<file path="src/rtl/plic_mt_pkg.sv">
// Shared address map, ID-width helper and the priority arbiter for plic_mt.
// The arbiter works on a fixed 64-ID space; callers pad unused IDs with zero.
package plic_mt_pkg;

  localparam logic [11:0] PRIO_BASE  = 12'h000;
  localparam logic [11:0] PEND_BASE  = 12'h100;
  localparam logic [11:0] EN_BASE    = 12'h200;
  localparam logic [11:0] EN_STRIDE  = 12'h020;
  localparam logic [11:0] CTX_BASE   = 12'h400;
  localparam logic [11:0] CTX_STRIDE = 12'h010;

  function automatic int idw(input int nsources);
    return $clog2(nsources + 1);
  endfunction

  // Highest priority wins; the strict compare on an ascending scan keeps the lowest ID on ties.
  function automatic logic [5:0] best_id(input logic [63:0] elig, input logic [63:0][7:0] prio);
    logic [5:0] id;
    logic [7:0] bp;
    id = '0;
    bp = '0;
    for (int i = 1; i < 64; i++) begin
      if (elig[i] && prio[i] > bp) begin
        id = 6'(i);
        bp = prio[i];
      end
    end
    return id;
  endfunction

endpackage

</file>
<file path="src/rtl/plic_mt_gateway.sv">
// Per-source gateway: level or edge capture into pending, claim moves it to in-flight.
// Pending is set one cycle after the qualifying input; claim clear beats a same-cycle set.
module plic_mt_gateway #(
  parameter bit EDGE = 1'b0
) (
  input  logic clk_i,
  input  logic rst_i,
  input  logic src_i,
  input  logic claim_clr,
  input  logic complete_clr,
  output logic pending_o
);

  logic src_q;
  logic in_flight;
  logic trig;

  assign trig = (EDGE ? (src_i & ~src_q) : src_i) & ~pending_o & ~in_flight;

  always_ff @(posedge clk_i or posedge rst_i) begin
    if (rst_i) begin
      src_q     <= 1'b0;
      pending_o <= 1'b0;
      in_flight <= 1'b0;
    end else begin
      src_q <= src_i;
      if (claim_clr) begin
        pending_o <= 1'b0;
        in_flight <= 1'b1;
      end else begin
        if (trig)         pending_o <= 1'b1;
        if (complete_clr) in_flight <= 1'b0;
      end
    end
  end

endmodule

</file>
<file path="src/rtl/plic_mt.sv">
// Multi-target PLIC: register file, per-target arbiters and word-bus decode.
// Bus answers every request exactly one cycle later, never stalls; ext_irq_o is registered.
module plic_mt
  import plic_mt_pkg::*;
#(
  parameter int                    NSOURCES  = 32,
  parameter int                    NTARGETS  = 2,
  parameter int                    PRIO_W    = 3,
  parameter logic [NSOURCES-1:0]   EDGE_MASK = '0
) (
  input  logic                clk_i,
  input  logic                rst_i,
  input  logic [NSOURCES-1:0] src_i,
  input  logic                req_i,
  input  logic                we_i,
  input  logic [11:0]         addr_i,
  input  logic [31:0]         wdata_i,
  output logic                rvalid_o,
  output logic [31:0]         rdata_o,
  output logic [NTARGETS-1:0] ext_irq_o
);

  localparam int IDW = idw(NSOURCES);
  localparam logic [63:0] ID_MASK = ((64'd1 << NSOURCES) - 64'd1) << 1;

  logic [63:0][PRIO_W-1:0]       prio_q;
  logic [NTARGETS-1:0][63:0]     en_q;
  logic [NTARGETS-1:0][PRIO_W-1:0] thr_q;
  logic [63:0]                   pend_ids;
  logic [63:0][7:0]              prio8;
  logic [NTARGETS-1:0][IDW-1:0]  best;

  logic                rd, wr, prio_hit;
  logic [NTARGETS-1:0] en_hit, thr_hit, ctx_hit;
  logic [31:0]         rd_dat;
  logic                claim_fire, cmp_fire;
  logic [IDW-1:0]      claim_id;
  logic [11:0]         eb, cb;

  for (genvar g = 0; g < 64; g++) begin : g_src
    if (g >= 1 && g <= NSOURCES) begin : g_gw
      plic_mt_gateway #(.EDGE(EDGE_MASK[g-1])) u_gw (
        .clk_i        (clk_i),
        .rst_i        (rst_i),
        .src_i        (src_i[g-1]),
        .claim_clr    (claim_fire && claim_id == IDW'(g)),
        .complete_clr (cmp_fire && wdata_i[5:0] == 6'(g)),
        .pending_o    (pend_ids[g])
      );
    end else begin : g_none
      assign pend_ids[g] = 1'b0;
    end
  end

  always_comb begin
    for (int i = 0; i < 64; i++) prio8[i] = 8'(prio_q[i]);
  end

  for (genvar t = 0; t < NTARGETS; t++) begin : g_arb
    logic [63:0] elig;
    always_comb begin
      elig = '0;
      for (int i = 1; i <= NSOURCES; i++)
        elig[i] = pend_ids[i] & en_q[t][i] & (prio_q[i] > thr_q[t]);
    end
    assign best[t] = IDW'(best_id(elig, prio8));
  end

  always_comb begin
    rd       = req_i & ~we_i;
    wr       = req_i & we_i;
    prio_hit = 1'b0;
    en_hit   = '0;
    thr_hit  = '0;
    ctx_hit  = '0;
    rd_dat   = '0;
    claim_id = '0;
    eb       = '0;
    cb       = '0;
    if (addr_i[11:8] == PRIO_BASE[11:8] && addr_i[7:2] != 6'd0 && int'(addr_i[7:2]) <= NSOURCES) begin
      prio_hit = 1'b1;
      rd_dat   = 32'(prio_q[addr_i[7:2]]);
    end
    if (addr_i[11:8] == PEND_BASE[11:8] && addr_i[7:3] == 5'd0)
      rd_dat = addr_i[2] ? pend_ids[63:32] : pend_ids[31:0];
    for (int t = 0; t < NTARGETS; t++) begin
      eb = EN_BASE + EN_STRIDE * 12'(t);
      cb = CTX_BASE + CTX_STRIDE * 12'(t);
      if (addr_i[11:5] == eb[11:5] && addr_i[4:3] == 2'd0) begin
        en_hit[t] = 1'b1;
        rd_dat    = addr_i[2] ? en_q[t][63:32] : en_q[t][31:0];
      end
      if (addr_i[11:4] == cb[11:4] && addr_i[3:2] == 2'd0) begin
        thr_hit[t] = 1'b1;
        rd_dat     = 32'(thr_q[t]);
      end
      // Claim returns the arbiter's current choice; the same edge moves it to in-flight.
      if (addr_i[11:4] == cb[11:4] && addr_i[3:2] == 2'd1) begin
        ctx_hit[t] = 1'b1;
        rd_dat     = 32'(best[t]);
        claim_id   = best[t];
      end
    end
    claim_fire = rd & (|ctx_hit);
    cmp_fire   = wr & (|ctx_hit);
  end

  always_ff @(posedge clk_i or posedge rst_i) begin
    if (rst_i) begin
      prio_q    <= '0;
      en_q      <= '0;
      thr_q     <= '0;
      rvalid_o  <= 1'b0;
      rdata_o   <= '0;
      ext_irq_o <= '0;
    end else begin
      rvalid_o <= req_i;
      rdata_o  <= rd ? rd_dat : 32'd0;
      if (wr && prio_hit) prio_q[addr_i[7:2]] <= wdata_i[PRIO_W-1:0];
      for (int t = 0; t < NTARGETS; t++) begin
        if (wr && en_hit[t]) begin
          if (addr_i[2]) en_q[t][63:32] <= wdata_i & ID_MASK[63:32];
          else           en_q[t][31:0]  <= wdata_i & ID_MASK[31:0];
        end
        if (wr && thr_hit[t]) thr_q[t] <= wdata_i[PRIO_W-1:0];
        ext_irq_o[t] <= (best[t] != '0);
      end
    end
  end

endmodule

</file>
<file path="config.mk">
export PLATFORM = sky130hd
export DESIGN_NAME = plic_mt
export DESIGN_NICKNAME = d
export VERILOG_FILES = /design/src/rtl/plic_mt_pkg.sv /design/src/rtl/plic_mt_gateway.sv /design/src/rtl/plic_mt.sv
export SDC_FILE = /design/constraint.sdc
export NUM_CORES = 1
export LEC_CHECK = 0
export CAP_MARGIN = 40
export CORE_UTILIZATION = 50
export CTS_BUF_LIST = sky130_fd_sc_hd__clkbuf_16
export CTS_CLUSTER_DIAMETER = 30
export DETAILED_ROUTE_END_ITERATION = 16
export PLACE_DENSITY_LB_ADDON = 0.3
export SLEW_MARGIN = 10
export SYNTH_ARGS = -nofsm -noshare
export SYNTH_HDL_FRONTEND = slang
export SYNTH_SLANG_ARGS = --single-unit
export TNS_END_PERCENT = 5
</file>
<file path="constraint.sdc">
create_clock -name clk_i -period 46.7 [get_ports clk_i]
set_clock_uncertainty 0.05 [all_clocks]
set_input_delay 7.005 -clock clk_i [delete_from_list [all_inputs] [get_ports clk_i]]
set_output_delay 7.005 -clock clk_i [all_outputs]
set_load 0.05 [all_outputs]
</file>
==> impl_metrics.json, run 1 <==
{
  "async_flop_share_pct": 100.0,
  "post_drt_wl_per_cell_um": 24.01,
  "synth-simple-area-share_pct": 14.75,
  "synth_most_common_cell": "dfrtp_1",
  "fmax_mhz": 22.31,
  "drcViolationCount": 0,
  "cts_tree": "built",
  "antenna_left": 0,
  "status": "completed",
  "grt_pass1_vias": 25260,
  "antenna_found_initial": 4,
  "yosys.area.top_type": "dfrtp_1",
  "pre_cts_slack_ns": -0.8061,
  "final_cell_area_mm2": 0.03397,
  "synthesis.instances": 2997,
  "maxCapViolations": 0,
  "synth_xor_area_share_pct": 0.2180,
  "placed_cells": 3762,
  "ys_ff_latch": 361,
  "yosysWarningCount": 0,
  "boundaryPins": 115,
  "overflow": 0,
  "critPathMaxFanout": 10,
  "tightestPinTransition_ns": 1.058,
  "synth_compound_area_share_pct": 18.61,
  "synth.distinct_cells": 103,
  "hold_buffers": 0,
  "ys_seq_area_share_pct": 32.12,
  "clk_pin_slew_ns": 0.05,
  "hold_violations": 0,
  "fin_crit_ns": 44.82,
  "leakage_nw": 15.40,
  "cts_buffers": 89,
  "synth_mux_area_share_pct": 12.66,
  "avgViaCountPerCell": 6.399,
  "cts_htree_levels": 3,
  "grt_pass1_wl_mm": 144.6,
  "die_h_um": 239.2,
  "track_usage_pct": 32.97,
  "layout_setup_ws_ns": 1.883,
  "dpl.hpwl_mm": 67.77,
  "vias": 25280,
  "core_area_mm2": 0.05531,
  "ir_worst_vdd_mv": 0.03369,
  "max_slew_margin_pct": 29.50,
  "cpPeakStageDelay_ns": 0.50,
  "root_buffer": "clkbuf_16",
  "setup_viol": 0,
  "dpl_cell_area_mm2": 0.03019,
  "place_congestion": 0.9871,
  "drive_above_1_share_pct": 19.77,
  "yosys.area_share.adder_pct": 16.08,
  "cp-start-kind": "flop",
  "synth_area_mm2": 0.02812,
  "slew_violations": 0,
  "yosysTopAreaCellShare_pct": 32.12,
  "fin_tns_setup_ns": 0,
  "crit_type": "reg2reg",
  "port_buffers": 112,
  "clk_path_buf_depth": 3,
  "syn_area_per_cell_um2": 9.383,
  "fin_nets": 3568,
  "cp.required_ns": 47.18,
  "hold_ws_ns": 0.3181,
  "grt_max_degree": 169,
  "cp_common_cell": "ha_1",
  "initial_core_util_pct": 50.84,
  "cts_sinks": 361,
  "rows": 86,
  "syn_nets": 3436,
  "yosys-top-cells-count": "361 x dfrtp_1, 359 x ha_1, 243 x inv_1",
  "slowest_stage": "o41a_1",
  "layoutNonFillerInstCount": 3951,
  "drt_iter0_markers": 2149,
  "finalWirelength_mm": 94.88,
  "final_core_util_pct": 61.42,
  "firstDrtPassIters": 9,
  "hp-class": "reg2reg",
  "power_density_mw_per_mm2": 30.51,
  "synth_top_cells_by_area": "dfrtp_1 32%, ha_1 16%, mux2_2 6.8%",
  "die_area_mm2": 0.05719,
  "synth_edf_count": 0,
  "synth_top_family_by_area": "compound AO/OA/AOI/OAI gates",
  "layout_worst_path_cycle_share_pct": 95.97,
  "clk_latency_ns": 0.64,
  "arrival_ns": 45.29,
  "totalPowerFinal_mw": 1.036,
  "endpoint_kind": "flop",
  "die_w_um": 239.2,
  "synth_ff_type": "dfrtp_1",
  "area_growth_pct": 20.80
}
repair_timing:
action | CTS | global route
endpoints found under the hold margin | 0 | 0
setup buffers | 2 | 21
setup endpoints to repair | 71 | 72
gates resized for setup | 10 | 96
pin swaps | 1 | 18
placed cells by master (no fill, tap or decap), types with 11 or more instances in the layout:
cell type        instances
nand3_1                128
mux2i_1                 20
or3_1                   15
mux4_2                  61
and2_1                  26
nand2b_1                27
clkdlybuf4s50_1        108
buf_4                   91
dfrtp_1                361
or2_2                   17
o211ai_1                17
ha_1                   358
and3_1                  15
nand4_1                 42
a21oi_1                186
o21ai_0                150
o22ai_1                 11
bufinv_16               11
nand2_1                190
o21ai_1                 17
a21o_1                  63
nor3_1                  45
clkinv_4                16
a222oi_1                32
clkinvlp_4              11
inv_1                  248
nand3b_1                18
nor2_1                 172
nor2b_1                 62
mux2_2                 170
clkbuf_16               91
o21a_1                  36
o2bb2ai_1               16
a31oi_1                 31
worst max-delay path: cells and delay by family, from the launching register on:
kind / cells / cell delay, ns
simple gates: 68 / 10.36
flops: 1 / 0.43
fa+ha+maj: 33 / 10.15
mux: 19 / 5.61
buf+inv: 16 / 2.08
compound gates: 74 / 15.96
worst paths after layout:
check | to | slack [ns] | from | depth (start not counted)
worst min register to register | prio8[338] | 0.32 | prio8[338] | 0
worst max register to register | g_src[27].g_gw.u_gw.pending_o | 1.88 | prio8[10] | 210
worst max-delay path | g_src[27].g_gw.u_gw.pending_o | 1.88 | prio8[10] | 210
min in group asynchronous | prio8[472] | 6.65 | rst_i | 2
max in group asynchronous | rdata_o[23] | 38.67 | rst_i | 5
worst min-delay path | prio8[338] | 0.32 | prio8[338] | 0
layer usage:
layer  track usage [%]  wire, µm  share of wire [%]  up-vias
met1             42.97     38360                 40    12390
met3             6.952      8508                9.0      288
met5                 0        25              0.026        -
met4             16.01      4720                5.0        4
li1                  -         -                  -    11350
met2             52.05     43260                 46     1253
layout make-up:
type / instances / area (µm²)
fill: 4536 / 21340
multi-input combinational: 2222 / 18030
sequential: 361 / 9034
clock buffer: 91 / 2277
timing repair buffer: 212 / 1949
tap: 748 / 935.9
inverter: 243 / 919.6
clock inverter: 73 / 819.5
antenna: 1 / 2.502
registers in the layout, indices dropped and copies added (netlist names):
signal                     cells
thr_q                          6
rdata_o                       32
g_src.g_gw.u_gw.in_flight     32
g_src.g_gw.u_gw.pending_o     32
ext_irq_o                      2
en_q                          64
prio8                        192
rvalid_o                       1
where the power goes:
| part | switching, mW | internal, mW |
|---|---|---|
| clock network | 0.211 | 0.419 |
| registers | 0.00209 | 0.315 |
| logic | 0.0537 | 0.0356 |
cell families (layout without fill, tap and decap cells):
family,count (synthesis),in the layout
and+or+nand+nor,828,828
muxes,257,257
other,0,1
AOI/OAI and AO/OA,768,768
DFF,361,361
adders and majority gates,362,362
xor gates and xnor gates,7,7
buffers and inverters,414,619
No activity file was read; power rests on OpenSTA's default activity.
==> run 2, diff against run 1 <==
==> constraint.sdc (replaced) <==
create_clock -name clk_i -period 46.7 [get_ports clk_i]
set_clock_uncertainty 0.05 [all_clocks]
set_input_delay 7.005 -clock clk_i [delete_from_list [all_inputs] [get_ports clk_i]]
set_output_delay 7.005 -clock clk_i [all_outputs]
set_load 0.1 [all_outputs]
==> impl_metrics.json, run 2 (synthesis gave the netlist of run 1 again) <==
{
  "cts_htree_levels": 3,
  "grt_max_degree": 169,
  "area_growth_pct": 22.52,
  "multi_input_area_mm2": 0.01806,
  "layout_setup_ws_ns": 1.746,
  "cp-start-kind": "flop",
  "die_area_mm2": 0.05719,
  "final_core_util_pct": 62.29,
  "root_buffer": "clkbuf_16",
  "critPathMaxFanout": 10,
  "antenna_left": 0,
  "setup_viol": 0,
  "track_usage_pct": 33.29,
  "drcViolationCount": 0,
  "cts_tree": "built",
  "boundaryPins": 115,
  "avgViaCountPerCell": 6.409,
  "finalWirelength_mm": 95.40,
  "rows": 86,
  "ir_worst_vdd_mv": 0.03382,
  "dpl_cell_area_mm2": 0.03079,
  "clk_pin_slew_ns": 0.05,
  "slowest_stage": "o41a_1",
  "overflow": 0,
  "final_common_cell": "dfrtp_1",
  "clk_path_buf_depth": 3,
  "cpPeakStageDelay_ns": 0.51,
  "cp_common_cell": "ha_1",
  "cts_sinks": 361,
  "arrival_ns": 45.41,
  "initial_core_util_pct": 50.84,
  "final_cell_mix": "361 x dfrtp_1, 358 x ha_1, 250 x inv_1",
  "grt_pass1_vias": 25510,
  "core_area_mm2": 0.05531,
  "power_density_mw_per_mm2": 29.13,
  "crit_type": "reg2reg",
  "fin_tns_setup_ns": 0,
  "pre_cts_slack_ns": -0.9695,
  "clk_latency_ns": 0.65,
  "maxCapViolations": 0,
  "status": "completed",
  "die_w_um": 239.2,
  "layout_worst_path_cycle_share_pct": 96.26,
  "fin_crit_ns": 44.95,
  "slew_violations": 0,
  "firstDrtPassIters": 7,
  "fmax_mhz": 22.25,
  "hp-class": "reg2reg",
  "dpl.hpwl_mm": 68.22,
  "fillerInstances": 4455,
  "fin_nets": 3607,
  "die_h_um": 239.2,
  "final_cell_area_mm2": 0.03445,
  "tightestPinTransition_ns": 0.9874,
  "regArea_mm2": 0.009034,
  "drt_iter0_markers": 2489,
  "hold_violations": 0,
  "cp.required_ns": 47.15,
  "leakage_nw": 15.62,
  "vias": 25580,
  "post_drt_wl_per_cell_um": 23.90,
  "place_congestion": 0.9871,
  "port_buffers": 112,
  "drive_above_1_share_pct": 20.84,
  "max_slew_margin_pct": 34.17,
  "endpoint_kind": "flop",
  "grt_pass1_wl_mm": 145.6,
  "largest_reg_flops": 192,
  "antenna_found_initial": 6,
  "cts_buffers": 86
}
==> run 2: repair_timing <==
item,in CTS,in global routing
buffers inserted,2,28
setup endpoints to repair,71,72
gates resized for setup,12,99
pin swaps,1,22
hold buffers,0,0
==> run 2: power by group <==
part | internal [mW] | switching [mW]
Sequential | 0.315 | 0.00209
Combinational | 0.0366 | 0.0552
Clock | 0.389 | 0.205
==> run 2: area by class of cell <==
cell class,instances,share of cell area [%]
diodes,4,0.02905
clock buffers,86,6.246
clock inverters,73,2.139
inverters,243,2.669
multi-input cells,2222,52.43
flip-flops and latches,361,26.22
well taps,748,2.716
repair buffers,254,7.554
==> run 2: per-layer routing <==
layer | track usage [%] | vias to the layer above | wire length (µm)
li1 | - | 11450 | -
met1 | 42.99 | 12540 | 38400
met2 | 52.53 | 1277 | 43710
met3 | 6.928 | 311 | 8154
met4 | 17.44 | 4 | 5095
met5 | 0 | - | 36
==> run 2: metrics by stage <==
step | total power [mW] | std cells | hold WS (ns)
2_1_floorplan | 0.3769 | 2997 | 0.3739
3_3_place_gp | 0.4025 | 3757 | 0.3097
3_5_place_dp | 0.4080 | 3797 | 0.3122
4_1_cts | 1.003 | 3958 | 0.3223
5_1_grt | 1.032 | 3987 | 0.3240
6_report | 1.004 | 3991 | 0.3168
==> run 2: worst paths after layout <==
path	cells past startpoint	start	slack (ns)	end
hold / removal	0	prio8[497]	0.32	prio8[497]
min in group asynchronous	2	rst_i	6.63	prio8[368]
setup / recovery	216	prio8[10]	1.75	g_src[16].g_gw.u_gw.pending_o
max in group asynchronous	4	rst_i	38.32	en_q[84]
setup reg to reg	216	prio8[10]	1.75	g_src[16].g_gw.u_gw.pending_o
hold reg to reg	0	prio8[497]	0.32	prio8[497]
==> run 2: worst max-delay path: cells and delay by family (launching register included) <==
| family | cells | cell delay [ns] |
|---|---|---|
| adders and majority gates | 34 | 10.16 |
| buffers and inverters | 21 | 2.76 |
| DFF | 1 | 0.43 |
| AOI/OAI and AO/OA | 79 | 16.46 |
| and+or+nand+nor | 63 | 9.30 |
| muxes | 19 | 5.56 |
